<file path="src/rtl/pingpong_ram_sched_pkg.sv">
`default_nettype none
// ============================================================================
//  Module      : pingpong_pkg
//  Description : Shared types for the ping-pong frame RAM scheduler.
//                bank_st_t tracks the occupancy of one frame RAM.
//                side_st_t is the state of the write-side or read-side FSM.
//  Revision    : 1.0 - initial release
// ============================================================================
package pingpong_pkg;

    typedef enum logic [1:0] {
        B_EMPTY   = 2'd0,
        B_WRITING = 2'd1,
        B_FULL    = 2'd2,
        B_READING = 2'd3
    } bank_st_t;

    typedef enum logic {
        S_IDLE = 1'b0,
        S_BUSY = 1'b1
    } side_st_t;

endpackage
`default_nettype wire

</file>
<file path="src/rtl/pp_side_fsm.sv">
`default_nettype none
// ============================================================================
//  Module      : pp_side_fsm
//  Description : One side (write or read) of the ping-pong scheduler.
//                IDLE -> BUSY when start_ok, emitting a registered 1-cycle
//                cmd pulse. BUSY -> IDLE on finish (ptr toggles) or when the
//                watchdog expires (ptr toggles only if TOGGLE_ON_TIMEOUT).
//  Ports       : clk, rst      - clock, async active-high reset
//                start_ok      - all start conditions met (en, request, bank)
//                finish        - qualified finish pulse for the selected bank
//                cmd           - 1-cycle command pulse
//                busy          - side is in BUSY
//                timeout       - 1-cycle pulse, watchdog expired this cycle
//                ptr           - currently selected bank
//  Revision    : 1.0 - initial release
// ============================================================================
module pp_side_fsm
    import pingpong_pkg::*;
#(
    parameter int TIMEOUT           = 64,
    parameter bit TOGGLE_ON_TIMEOUT = 1'b0
) (
    input  logic clk,
    input  logic rst,
    input  logic start_ok,
    input  logic finish,
    output logic cmd,
    output logic busy,
    output logic timeout,
    output logic ptr
);

    localparam int              WD_W       = (TIMEOUT > 0) ? $clog2(TIMEOUT + 1) : 1;
    localparam logic [WD_W-1:0] c_wd_limit = WD_W'(TIMEOUT);

    side_st_t        r_state;
    side_st_t        w_state_nxt;
    logic            r_cmd;
    logic            r_ptr;
    logic [WD_W-1:0] r_wd;
    logic            w_start;
    logic            w_timeout;

    always_comb begin
        w_state_nxt = r_state;
        w_start     = 1'b0;
        w_timeout   = 1'b0;
        case (r_state)
            S_IDLE: begin
                if (start_ok) begin
                    w_state_nxt = S_BUSY;
                    w_start     = 1'b1;
                end
            end
            S_BUSY: begin
                // A finish arriving on the expiry cycle still counts as done.
                if (finish) begin
                    w_state_nxt = S_IDLE;
                end else if ((TIMEOUT > 0) && (r_wd == c_wd_limit)) begin
                    w_state_nxt = S_IDLE;
                    w_timeout   = 1'b1;
                end
            end
            default: w_state_nxt = S_IDLE;
        endcase
    end

    always_ff @(posedge clk or posedge rst) begin
        if (rst) begin
            r_state <= S_IDLE;
            r_cmd   <= 1'b0;
            r_ptr   <= 1'b0;
            r_wd    <= '0;
        end else begin
            r_state <= w_state_nxt;
            r_cmd   <= w_start;
            // Watchdog counts consecutive BUSY cycles; cleared whenever idle.
            if ((r_state == S_BUSY) && (w_state_nxt == S_BUSY)) begin
                r_wd <= r_wd + 1'b1;
            end else begin
                r_wd <= '0;
            end
            if (((r_state == S_BUSY) && finish) || (w_timeout && TOGGLE_ON_TIMEOUT)) begin
                r_ptr <= ~r_ptr;
            end
        end
    end

    assign cmd     = r_cmd;
    assign busy    = (r_state == S_BUSY);
    assign timeout = w_timeout;
    assign ptr     = r_ptr;

endmodule
`default_nettype wire

</file>
<file path="src/rtl/pingpong_ram_sched.sv">
`default_nettype none
// ============================================================================
//  Module      : pingpong_ram_sched
//  Description : Master side of ram_manage_if. Schedules two frame RAMs as a
//                ping-pong pair: issues wr/rd command pulses, selects the bank
//                for each side and tracks per-bank occupancy so a frame is
//                never overwritten before read nor read before complete.
//  Ports       : clk, rst                 - clock, async active-high reset
//                en                       - allow new commands
//                frame_req, rd_ready      - upstream / downstream levels
//                wr_command, wr_ram_number- write pulse and selected bank
//                rd_command, rd_ram_number- read pulse and selected bank
//                wr_finish_0/1, rd_finish_0/1 - done pulses per bank
//                bank_full                - bank holds complete unread frame
//                wr_stall                 - writer blocked by occupied bank
//                frames_wr, frames_rd     - completed frame counters (wrap)
//                err_timeout, err_protocol- sticky errors, err_clr clears
//  Revision    : 1.0 - initial release
// ============================================================================
module pingpong_ram_sched
    import pingpong_pkg::*;
#(
    parameter int ROW       = 64,
    parameter int CLO       = 2400,
    parameter int CNT_WIDTH = 16,
    parameter int TIMEOUT   = 2 * ROW * CLO
) (
    input  logic                 clk,
    input  logic                 rst,
    input  logic                 en,
    input  logic                 frame_req,
    input  logic                 rd_ready,
    output logic                 wr_command,
    output logic                 wr_ram_number,
    output logic                 rd_command,
    output logic                 rd_ram_number,
    input  logic                 wr_finish_0,
    input  logic                 wr_finish_1,
    input  logic                 rd_finish_0,
    input  logic                 rd_finish_1,
    output logic [1:0]           bank_full,
    output logic                 wr_stall,
    output logic [CNT_WIDTH-1:0] frames_wr,
    output logic [CNT_WIDTH-1:0] frames_rd,
    output logic                 err_timeout,
    output logic                 err_protocol,
    input  logic                 err_clr
);

    bank_st_t             r_bank [0:1];
    logic [CNT_WIDTH-1:0] r_frames_wr;
    logic [CNT_WIDTH-1:0] r_frames_rd;
    logic                 r_err_timeout;
    logic                 r_err_protocol;

    logic w_wr_busy, w_wr_ptr, w_wr_to, w_wr_start, w_wr_fin;
    logic w_rd_busy, w_rd_ptr, w_rd_to, w_rd_start, w_rd_fin;
    logic w_wr_ok0, w_wr_ok1, w_rd_ok0, w_rd_ok1;
    logic w_proto_err;

    // A finish pulse is accepted only for the bank the busy side targets.
    assign w_wr_ok0 = w_wr_busy && !w_wr_ptr && (r_bank[0] == B_WRITING);
    assign w_wr_ok1 = w_wr_busy &&  w_wr_ptr && (r_bank[1] == B_WRITING);
    assign w_rd_ok0 = w_rd_busy && !w_rd_ptr && (r_bank[0] == B_READING);
    assign w_rd_ok1 = w_rd_busy &&  w_rd_ptr && (r_bank[1] == B_READING);

    assign w_wr_fin = (wr_finish_0 && w_wr_ok0) || (wr_finish_1 && w_wr_ok1);
    assign w_rd_fin = (rd_finish_0 && w_rd_ok0) || (rd_finish_1 && w_rd_ok1);

    assign w_proto_err = (wr_finish_0 && !w_wr_ok0) || (wr_finish_1 && !w_wr_ok1) ||
                         (rd_finish_0 && !w_rd_ok0) || (rd_finish_1 && !w_rd_ok1);

    assign w_wr_start = en && frame_req && !w_wr_busy && (r_bank[w_wr_ptr] == B_EMPTY);
    assign w_rd_start = en && rd_ready  && !w_rd_busy && (r_bank[w_rd_ptr] == B_FULL);

    pp_side_fsm #(
        .TIMEOUT           (TIMEOUT),
        .TOGGLE_ON_TIMEOUT (1'b0)
    ) u_wr_side (
        .clk      (clk),
        .rst      (rst),
        .start_ok (w_wr_start),
        .finish   (w_wr_fin),
        .cmd      (wr_command),
        .busy     (w_wr_busy),
        .timeout  (w_wr_to),
        .ptr      (w_wr_ptr)
    );

    // A timed-out read drops its frame and moves on to the other bank.
    pp_side_fsm #(
        .TIMEOUT           (TIMEOUT),
        .TOGGLE_ON_TIMEOUT (1'b1)
    ) u_rd_side (
        .clk      (clk),
        .rst      (rst),
        .start_ok (w_rd_start),
        .finish   (w_rd_fin),
        .cmd      (rd_command),
        .busy     (w_rd_busy),
        .timeout  (w_rd_to),
        .ptr      (w_rd_ptr)
    );

    // The write and read sides always touch banks in different states, so
    // the per-bank updates below never target the same bank in one cycle.
    always_ff @(posedge clk or posedge rst) begin
        if (rst) begin
            r_bank[0]      <= B_EMPTY;
            r_bank[1]      <= B_EMPTY;
            r_frames_wr    <= '0;
            r_frames_rd    <= '0;
            r_err_timeout  <= 1'b0;
            r_err_protocol <= 1'b0;
        end else begin
            if (w_wr_start) r_bank[w_wr_ptr] <= B_WRITING;
            if (w_wr_fin) begin
                r_bank[w_wr_ptr] <= B_FULL;
                r_frames_wr      <= r_frames_wr + 1'b1;
            end
            if (w_wr_to) r_bank[w_wr_ptr] <= B_EMPTY;

            if (w_rd_start) r_bank[w_rd_ptr] <= B_READING;
            if (w_rd_fin) begin
                r_bank[w_rd_ptr] <= B_EMPTY;
                r_frames_rd      <= r_frames_rd + 1'b1;
            end
            if (w_rd_to) r_bank[w_rd_ptr] <= B_EMPTY;

            if (err_clr) begin
                r_err_timeout  <= 1'b0;
                r_err_protocol <= 1'b0;
            end else begin
                if (w_wr_to || w_rd_to) r_err_timeout  <= 1'b1;
                if (w_proto_err)        r_err_protocol <= 1'b1;
            end
        end
    end

    assign wr_ram_number = w_wr_ptr;
    assign rd_ram_number = w_rd_ptr;
    assign bank_full     = {(r_bank[1] == B_FULL), (r_bank[0] == B_FULL)};
    assign wr_stall      = frame_req && en && !w_wr_busy && (r_bank[w_wr_ptr] != B_EMPTY);
    assign frames_wr     = r_frames_wr;
    assign frames_rd     = r_frames_rd;
    assign err_timeout   = r_err_timeout;
    assign err_protocol  = r_err_protocol;

endmodule
`default_nettype wire

</file>
<file path="config.mk">
export PLATFORM = sky130hd
export DESIGN_NAME = pingpong_ram_sched
export DESIGN_NICKNAME = d
export VERILOG_FILES = /design/src/rtl/pingpong_ram_sched_pkg.sv /design/src/rtl/pp_side_fsm.sv /design/src/rtl/pingpong_ram_sched.sv
export SDC_FILE = /design/constraint.sdc
export NUM_CORES = 1
export LEC_CHECK = 0
export ABC_AREA = 0
export CAP_MARGIN = 20
export CORE_ASPECT_RATIO = 1.2
export CORE_MARGIN = 1.5
export CORE_UTILIZATION = 50
export CTS_CLUSTER_DIAMETER = 120
export DETAILED_ROUTE_END_ITERATION = 7
export PLACE_DENSITY = 0.79
export RECOVER_POWER = 50
export SETUP_SLACK_MARGIN = 0.2
export SLEW_MARGIN = 20
export SYNTH_ARGS = -nofsm -noshare
export SYNTH_HDL_FRONTEND = slang
export SYNTH_SLANG_ARGS = --single-unit
</file>
<file path="constraint.sdc">
create_clock -name clk -period 2.45 [get_ports clk]
set_input_delay 0.49 -clock clk [delete_from_list [all_inputs] [get_ports clk]]
set_output_delay 0.49 -clock clk [all_outputs]
set_load 0.01 [all_outputs]
</file>
==> summary.md, run 1 <==
| Metric | Value |
|---|---|
| GP Congestion | 0.928 |
| Synth async-reset ratio | 100% |
| Final Net Count | 490 |
| Synthesized instance count | 418 |
| Port Buffer Count | 50 |
| Slew @ Worst Pin | 1.21 ns |
| Number of nets still failing antenna checks after routing | 0 |
| Fin cells | 573 |
| Chip height | 103 um |
| Final instance area | 0.00501 mm2 |
| Maximum VDD drop | 0.000393 V |
| Starting Density | 51.2% |
| Max_slew headroom | 19.0% |
| Max-cap check violation count | 0 |
| Crit path cell chain | o32ai_1, nor2_1, dlygate4sd2_1 |
| Total wire length | 9100 um |
| CORE AREA | 0.00811 mm2 |
| Die area | 0.00886 mm2 |
| First-pass GRT wire length | 15,100 um |
| Post-synth top area share | 49.4% |
| Crit end category | primary output |
| Clock Tree Buf Depth | 2 |
| Wire per inst | 15.9 um |
| 1st-pass router iterations | 4 |
| Ant. Diodes | 0 |
| CTS tree | built |
| Worst path top cell family by delay | flip-flops |
| Vias per cell | 5.95 |
| Syn Area/Cell | 9.93 um2 |
| Synth cell count leaders | dfrtp_1, nor2_1, xor2_1, nand2_1, nand3_1 |
| FF+latch count, synth | 82 |
| Post-Syn Area | 0.00415 mm2 |
| Max-slew violation count | 0 |
| PD cells | 815 mW/mm2 |
| Final core occ | 61.8% |
| Skew final | 0.0117 ns |
| Number of flops mapped to enable cells by yosys | 0 |
| Final Power | 4.09 mW |
| Post-synth cell types | 54 |
| Die width | 86.2 um |
| Mapped Nets | 434 |
| Area Growth Syn to Fin | 20.7% |
| Root Driver | clkbuf_8 |
| RSZ-0062 raised after global routing | false |
| P_leak | 1.98 nW |
| Placed inst area | 0.00481 mm2 |
| Placed insts | 558 |
| CP bufs+invs | 1 |
| Iter 0 DRT Violations | 164 |
| Worst-path clk slew | 0.08 ns |
| Final Hold Fails | 0 |
| Vias in the first global route | 3,224 |
| Setup TNS | 0 ns |
| Critical path fanouts, max | 13 |
| Post-DP HPWL | 6350 um |
| Worst EP arrival | 1.67 ns |
| Final period util | 88.1% |
| Clk sinks | 82 |
| Outcome | finished, final reports clean |
| Number of remaining DRC errors | 0 |
| Total GRT Usage | 22.0% |
| CTS buffer count | 9 |
| Vias | 3,412 |
| H-tree Lvls | 3 |
| Largest net degree at the start of global routing | 32 |
| Area leader, netlist | dfrtp_1 |
| Worst Path Required | 1.96 ns |
| Worst hold-check path type | flop to flop |
| Initial antenna violation count | 0 |
| Type of the worst setup path | flop to primary output |
| Count leader, synth | dfrtp_1 |
| Cts hold-fix bufs | 0 |
| Achievable Freq | 0.463 GHz |
| Critical-path top delay cell | dfrtp_1 |
| Synth area leaders | dfrtp_1, xor2_1, xnor2_1 |
| Grt ovf | 0 |
| Site Rows | 36 |
| Worst skew pair latency | 0.37 ns |
| Fill count | 678 |
| Layout cells sized above 1 | 7.11% |
| Yosys warns | 0 |
| IO Pins | 51 |
| Fin crit period | 2.16 ns |
| Register area share after synthesis | 49.4% |
| Crit start category | flop |
| # setup viols final | 0 |
| Critical Path Max Stage Delay | 0.53 ns |
| Top FF cell, synth | dfrtp_1 |
==> cells in the final DEF (no fill, tap or decap), types with 9 or more instances in the layout <==
cell type        netlist  routed
dfrtp_1               82      81
clkdlybuf4s50_1        0      47
nor2_1                39      39
xor2_1                34      34
nand2_1               30      30
nand3_1               24      24
xnor2_1               20      20
nand4_1               18      18
inv_1                 14      13
nor3_1                13      13
a21oi_1               13      13
nor4_1                12      12
clkbuf_8               0      10
o21ai_0                9       9
or4_1                  9       9
==> flip-flops by register name, summed over array words and instances, names as in the netlist, 4 cells and up <==
signal,flops
r_bank,4
frames_rd,16
u_wr_side.r_wd,19
u_rd_side.r_wd,19
frames_wr,16
==> layout make-up <==
| type | instances | area [um2] | area share (%) |
|---|---|---|---|
| Sequential cell | 82 | 2050 | 41.0 |
| Inverter | 14 | 53.8 | 1.07 |
| Multi-Input combinational cell | 310 | 2000 | 39.9 |
| Timing Repair Buffer | 57 | 569 | 11.4 |
| Clock inverter | 4 | 76.3 | 1.52 |
| Clock buffer | 11 | 141 | 2.82 |
| Tap cell | 95 | 119 | 2.37 |
==> report_power, final <==
group	switching, mW	internal (mW)
clock network	0.490	0.598
logic	0.544	0.568
registers	0.333	1.55
total	1.37	2.72
==> kinds of logic (layout without fill, tap and decap cells) <==
logic type / count (synthesis) / in the layout / synth area share [%]
XOR/XNOR: 54 / 54 / 11.4
flip-flops: 82 / 82 / 49.4
multiplexers: 2 / 2 / 0.542
AND/OR/NAND/NOR: 200 / 200 / 26.9
buffers and inverters: 26 / 86 / 2.41
adder cells (fa/ha/maj): 6 / 6 / 1.81
AO/OA/AOI/OAI: 48 / 48 / 7.56
==> per-layer routing <==
layer	track usage (%)	vias up	share of wire [%]
li1	-	1620	-
met1	26.1	1687	43
met2	36.7	82	50
met3	5.12	23	4.0
met4	12.7	0	2.5
met5	0	-	0
==> metrics by stage <==
step,hold WS [ns],worst slack (ns)
final,0.475,0.292
after global routing,0.489,0.222
after CTS,0.476,0.281
after detailed placement,0.462,0.189
after global placement,0.458,0.178
after floorplan,0.467,0.507
==> timing repair <==
action / 4_1_cts / 5_1_grt
cloned: 0 / 0
buffers inserted: 0 / 0
setup endpoints to repair: 1 / 1
gates resized for setup: 3 / 1
==> path summary, 6_finish.rpt <==
check                                   from                 end  slack (ns)  cells past startpoint
setup reg to reg           u_wr_side.r_wd[0]  u_wr_side.r_wd[18]        0.35                      5
setup / recovery               u_wr_side.ptr            wr_stall        0.29                      3
hold / removal                 frames_wr[15]       frames_wr[15]        0.48                      1
hold reg to reg                frames_wr[15]       frames_wr[15]        0.48                      1
min in group asynchronous                rst        frames_rd[7]        0.83                      2
max in group asynchronous                rst   u_wr_side.r_wd[1]        0.93                      3
Power figures use the tool's default switching activity.
==> run 2, diff against run 1 <==
- CELL_PAD_IN_SITES_DETAIL_PLACEMENT: not set -> 1
- CELL_PAD_IN_SITES_GLOBAL_PLACEMENT: not set -> 2
- CORE_UTILIZATION: 50 -> 32
- SKIP_LAST_GASP: not set -> 1
==> summary.md, run 2 (synthesized netlist as in run 1, its figures left out) <==
| Metric | Value |
|---|---|
| Vias per cell | 5.28 (-11%) |
| Metal2 WL | 5370 um (+17%) |
| R2R Path Start | u_wr_side.ptr |
| Worst-path clk slew | 0.07 ns (about the same) |
| H-tree Lvls | 3 (unchanged) |
| Iter 0 DRT Violations | 106 (-35%) |
| Final period util | 87.4% (-0.65 points) |
| Fin crit period | 2.14 ns (-0.0160 ns) |
| Port Buffer Count | 50 (unchanged) |
| Final core occ | 41.0% (-21 points) |
| Grt ovf | 0 (unchanged) |
| Skew final | 0.0101 ns (-0.00160 ns) |
| Final Net Count | 490 (unchanged) |
| Crit. Startpoint | u_wr_side.ptr |
| Worst skew pair latency | 0.34 ns (-0.03 ns) |
| GP Congestion | 0.781 (-16%) |
| Crit end category | primary output |
| Worst Path Required | 1.96 ns (about the same) |
| Max-slew violation count | 0 (unchanged) |
| Clk sinks | 82 (unchanged) |
| Largest net degree at the start of global routing | 50 (+56%) |
| Pre-CTS setup slack | 0.129 ns (-0.0593 ns) |
| Ant. Diodes | 0 (unchanged) |
| # setup viols final | 0 (unchanged) |
| Worst Min Path Start | frames_rd[15] |
| Max_slew headroom | 2.14% (-17 points) |
| Met3 WL | 295 um (-19%) |
| Final Power | 4.56 mW (+12%) |
| Largest regs | u_rd_side.r_wd x19, u_wr_side.r_wd x19 |
| CTS buffer count | 9 (unchanged) |
| Initial antenna violation count | 0 (unchanged) |
| Top Metal Used | met4 |
| Commonest cells after routing, fill and taps aside | dfrtp_1, clkdlybuf4s50_1, nor2_1, xor2_1, nand2_1 |
| CTS tree | built |
| Type of the worst setup path | flop to primary output |
| RSZ-0062 raised after global routing | false |
| First-pass GRT wire length | 17,800 um (+18%) |
| Clock Tree Buf Depth | 2 (unchanged) |
| Total GRT Usage | 16.1% (-5.8 points) |
| P_leak | 2.04 nW (+3.3%) |
| Setup TNS | 0 ns (unchanged) |
| Final Worst Setup Slack | 0.308 ns (+0.0160 ns) |
| Final instance area | 0.00520 mm2 (+3.7%) |
| Vias in the first global route | 3,609 (+12%) |
| Vias | 3,397 (-0.44%) |
| Worst hold margin | 0.469 ns (-0.00665 ns) |
| IO Pins | 51 (unchanged) |
| M1 WL | 4430 um (+12%) |
| Maximum VDD drop | 0.000379 V (-3.6%) |
| 1st-pass router iterations | 4 (unchanged) |
| Chip height | 128 um (+24%) |
| Site Rows | 45 (+25%) |
| Starting Density | 32.8% (-18 points) |
| Final Hold Fails | 0 (unchanged) |
| Max-cap check violation count | 0 (unchanged) |
| Wire per inst | 15.9 um (+0.21%) |
| Cts hold-fix bufs | 0 (unchanged) |
| Critical path fanouts, max | 13 (unchanged) |
| Worst EP arrival | 1.65 ns (-0.02 ns) |
| Worst hold-check path type | flop to flop |
| Post-DP HPWL | 7350 um (+16%) |
| Outcome | finished, final reports clean |
| Layout cells sized above 1 | 7.10% (-0.015 points) |
| Commonest non-fill, non-tap cell in the layout | dfrtp_1 |
| Placed inst area | 0.00489 mm2 (+1.8%) |
| PD cells | 878 mW/mm2 (+7.6%) |
| Area Growth Syn to Fin | 25.2% |
| Root Driver | clkbuf_16 |
| Setup Fix Bufs, Post-CTS | 0 (unchanged) |
| Achievable Freq | 0.467 GHz (+0.75%) |
| Slew @ Worst Pin | 1.47 ns (+0.257 ns) |
| Number of remaining DRC errors | 0 (unchanged) |
| Crit start category | flop |
| Number of nets still failing antenna checks after routing | 0 (unchanged) |
| Fin cells | 643 (+12%) |
| Die area | 0.0137 mm2 (+54%) |
| Placed insts | 627 (+12%) |
| Total wire length | 10,200 um (+12%) |
| Die width | 107 um (+24%) |
| CORE AREA | 0.0127 mm2 (+56%) |
[run 2: cell types whose count changed in the layout (fill, tap and decap cells not counted), moves of 2 or more]
cell | previous run | this run
buf_12 | 2 | 0
clkbuf_16 | 0 | 9
clkbuf_8 | 10 | 3
clkdlybuf4s50_1 | 47 | 45
dlygate4sd3_1 | 2 | 4
[run 2: what timing repair did]
| action | 4_1_cts | 5_1_grt |
|---|---|---|
| resized for setup | 2 | 1 |
| setup endpoints to repair | 1 | 1 |
| hold endpoints to repair | 0 | 0 |
[run 2: critical path: stages, from the launching register on]
cell	delay, ns
dfrtp_1	0.52
o32ai_1	0.42
nor2_1	0.07
dlygate4sd2_1	0.30
[run 2: layout make-up]
| cell class | instances | area [um2] |
|---|---|---|
| tap | 164 | 205 |
| clock inverter | 4 | 72.6 |
| sequential | 82 | 2050 |
| multi-input combinational | 310 | 2010 |
| fill | 1442 | 7470 |
| clock buffer | 12 | 267 |
| inverter | 14 | 53.8 |
| timing repair buffer | 57 | 543 |
[run 2: metal layers]
metal  up-vias  GRT usage [%]
met2        50           28.7
li1       1615              -
met4         0           5.33
met1      1724           19.5
met5         -              0
met3         8           3.05
[run 2: power by group]
group | internal (mW) | total [mW] | switching [mW]
Sequential | 1.55 | 1.91 | 0.360
Clock | 0.975 | 1.53 | 0.552
Combinational | 0.562 | 1.12 | 0.561
[run 2: final timing paths]
check,slack (ns),endpoint,cells after the start
worst min register to register,0.47,frames_rd[15],1
worst max-delay path,0.31,wr_stall,3
worst max register to register,0.32,frames_wr[1],4
worst min-delay path,0.47,frames_rd[15],1
min in group asynchronous,0.93,u_rd_side.r_wd[13],3
max in group asynchronous,0.55,u_wr_side.r_wd[12],3
==> run 3, diff against run 2 <==
- CTS_BUF_LIST: not set -> sky130_fd_sc_hd__clkbuf_16
==> summary.md, run 3 (synthesized netlist as in run 1, its figures left out) <==
| Metric | Value |
|---|---|
| Worst-path clk slew | 0.06 ns (about the same) |
| Port Buffer Count | 50 (unchanged) |
| Final Net Count | 490 (unchanged) |
| Placed inst area | 0.00489 mm2 (unchanged) |
| Commonest non-fill, non-tap cell in the layout | dfrtp_1 |
| Maximum VDD drop | 0.000373 V (-1.4%) |
| Achievable Freq | 0.468 GHz (+0.35%) |
| Type of the worst setup path | flop to primary output |
| Crit path cell chain | o32ai_1, nor2_1, dlygate4sd2_1 |
| Number of remaining DRC errors | 0 (unchanged) |
| Cts hold-fix bufs | 0 (unchanged) |
| Crit start category | flop |
| Crit end category | primary output |
| 1st-pass router iterations | 4 (unchanged) |
| Max-slew violation count | 0 (unchanged) |
| Vias in the first global route | 3,625 (+0.44%) |
| First-pass GRT wire length | 17,500 um (-1.2%) |
| CORE AREA | 0.0127 mm2 (unchanged) |
| Final Hold Fails | 0 (unchanged) |
| Final instance area | 0.00516 mm2 (-0.70%) |
| Area Growth Syn to Fin | 24.3% |
| Critical Path Max Stage Delay | 0.52 ns (about the same) |
| Worst hold margin | 0.469 ns (-0.000230 ns) |
| Starting Density | 32.8% (unchanged) |
| H-tree Lvls | 3 (unchanged) |
| Worst hold-check path type | flop to flop |
| Layout cells sized above 1 | 6.26% (-0.84 points) |
| Iter 0 DRT Violations | 113 (+6.6%) |
| Outcome | finished, final reports clean |
| Setup TNS | 0 ns (unchanged) |
| Total GRT Usage | 15.9% (-0.29 points) |
| Ant. Diodes | 0 (unchanged) |
| Worst Path Required | 1.96 ns (about the same) |
| Clk sinks | 82 (unchanged) |
| Grt ovf | 0 (unchanged) |
| Die width | 107 um (unchanged) |
| Critical-path top delay cell | dfrtp_1 |
| Critical path fanouts, max | 13 (unchanged) |
| PD cells | 860 mW/mm2 (-2.0%) |
| Number of nets still failing antenna checks after routing | 0 (unchanged) |
| Logic pwr share | 25.1% (+0.5 points) |
| Vias | 3,409 (+0.35%) |
| Total wire length | 10,100 um (-0.95%) |
| Initial antenna violation count | 0 (unchanged) |
| Largest regs | u_rd_side.r_wd x19, u_wr_side.r_wd x19 |
| Max-cap check violation count | 0 (unchanged) |
| Worst skew pair latency | 0.33 ns (about the same) |
| Vias per cell | 5.30 (+0.35%) |
| Fin crit period | 2.14 ns (-0.00748 ns) |
| Switching pwr | 1.45 mW (-1.6%) |
| Skew final | 0.00878 ns (-0.00128 ns) |
| CTS tree | built |
| Clock Power Share | 31.9% (-1.6 points) |
| Seq pwr share | 43.0% (+1.1 points) |
| Commonest cells after routing, fill and taps aside | dfrtp_1, clkdlybuf4s50_1, nor2_1, xor2_1, nand2_1 |
| IO Pins | 51 (unchanged) |
| Wire per inst | 15.8 um (-0.95%) |
| Die area | 0.0137 mm2 (unchanged) |
| RSZ-0062 raised after global routing | false |
| P_leak | 2.02 nW (-0.96%) |
| CP bufs+invs | 1 (unchanged) |
| Max_slew headroom | 1.35% (-0.79 points) |
| Site Rows | 45 (unchanged) |
| Final period util | 87.1% (-0.31 points) |
| Sw Ratio | 32.6% (+0.36 points) |
| Clock Tree Buf Depth | 2 (unchanged) |
| Slew @ Worst Pin | 1.48 ns (+0.0118 ns) |
| CTS buffer count | 9 (unchanged) |
| Largest net degree at the start of global routing | 50 (unchanged) |
| # setup viols final | 0 (unchanged) |
| Post-DP HPWL | 7350 um (unchanged) |
| Worst EP arrival | 1.65 ns (about the same) |
| Root Driver | clkbuf_16 |
| Worst path top cell family by delay | flip-flops |
| Chip height | 128 um (unchanged) |
| P_int | 2.99 mW (-3.2%) |
| GP Congestion | 0.781 (unchanged) |
## run 3: cell types whose count changed in the layout (fill, tap and decap cells not counted), sizes merged
| cell | before | now |
|---|---|---|
| clkbuf | 16 | 13 |
| clkinv | 1 | 4 |
## run 3: path summary, 6_finish.rpt
check	start	to	slack, ns	depth (start not counted)
setup / recovery	u_wr_side.ptr	wr_stall	0.31	3
hold / removal	frames_rd[15]	frames_rd[15]	0.47	1
setup reg to reg	u_wr_side.r_wd[0]	u_wr_side.r_wd[18]	0.31	5
hold reg to reg	frames_rd[15]	frames_rd[15]	0.47	1
max in group asynchronous	rst	u_wr_side.r_wd[12]	0.53	3
min in group asynchronous	rst	u_rd_side.r_wd[13]	0.93	3
## run 3: layer usage
layer | vias to the layer above | part of all wire (%) | track usage [%]
met4 | 0 | 1.4 | 5.25
met1 | 1734 | 43 | 19.0
met3 | 11 | 2.7 | 2.69
met2 | 48 | 53 | 28.6
li1 | 1616 | - | -
met5 | - | 0 | 0
## run 3: power by group through the flow
stage / registers, mW / logic (mW) / clock network (mW)
after detailed placement: 1.93 / 1.15 / 0
after CTS: 1.91 / 1.16 / 1.45
after global placement: 1.92 / 1.13 / 0
after floorplan: 1.83 / 0.659 / 0
after global routing: 1.95 / 1.24 / 1.51
final: 1.91 / 1.12 / 1.42
## run 3: final cells by class
type / instances / area [um2]
fill: 1448 / 7500
sequential: 82 / 2050
multi-input combinational: 310 / 2000
timing repair buffer: 57 / 543
clock buffer: 9 / 225
tap: 164 / 205
clock inverter: 7 / 83.8
inverter: 14 / 53.8
## run 3: what timing repair did
action | CTS | global route
resized for setup | 2 | 0
buffers inserted | 0 | 0
setup endpoints to repair | 1 | 0
## run 3: metrics by stage
stage | worst slack (ns) | util (%) | total power, mW | instances
floorplan | 0.507 | - | 2.49 | 418
global placement | 0.194 | 38.6 | 3.04 | 627
detailed placement | 0.129 | 38.6 | 3.08 | 627
CTS | 0.297 | 41.1 | 4.53 | 643
global route | 0.185 | 40.8 | 4.70 | 643
finish | 0.315 | 40.8 | 4.44 | 643
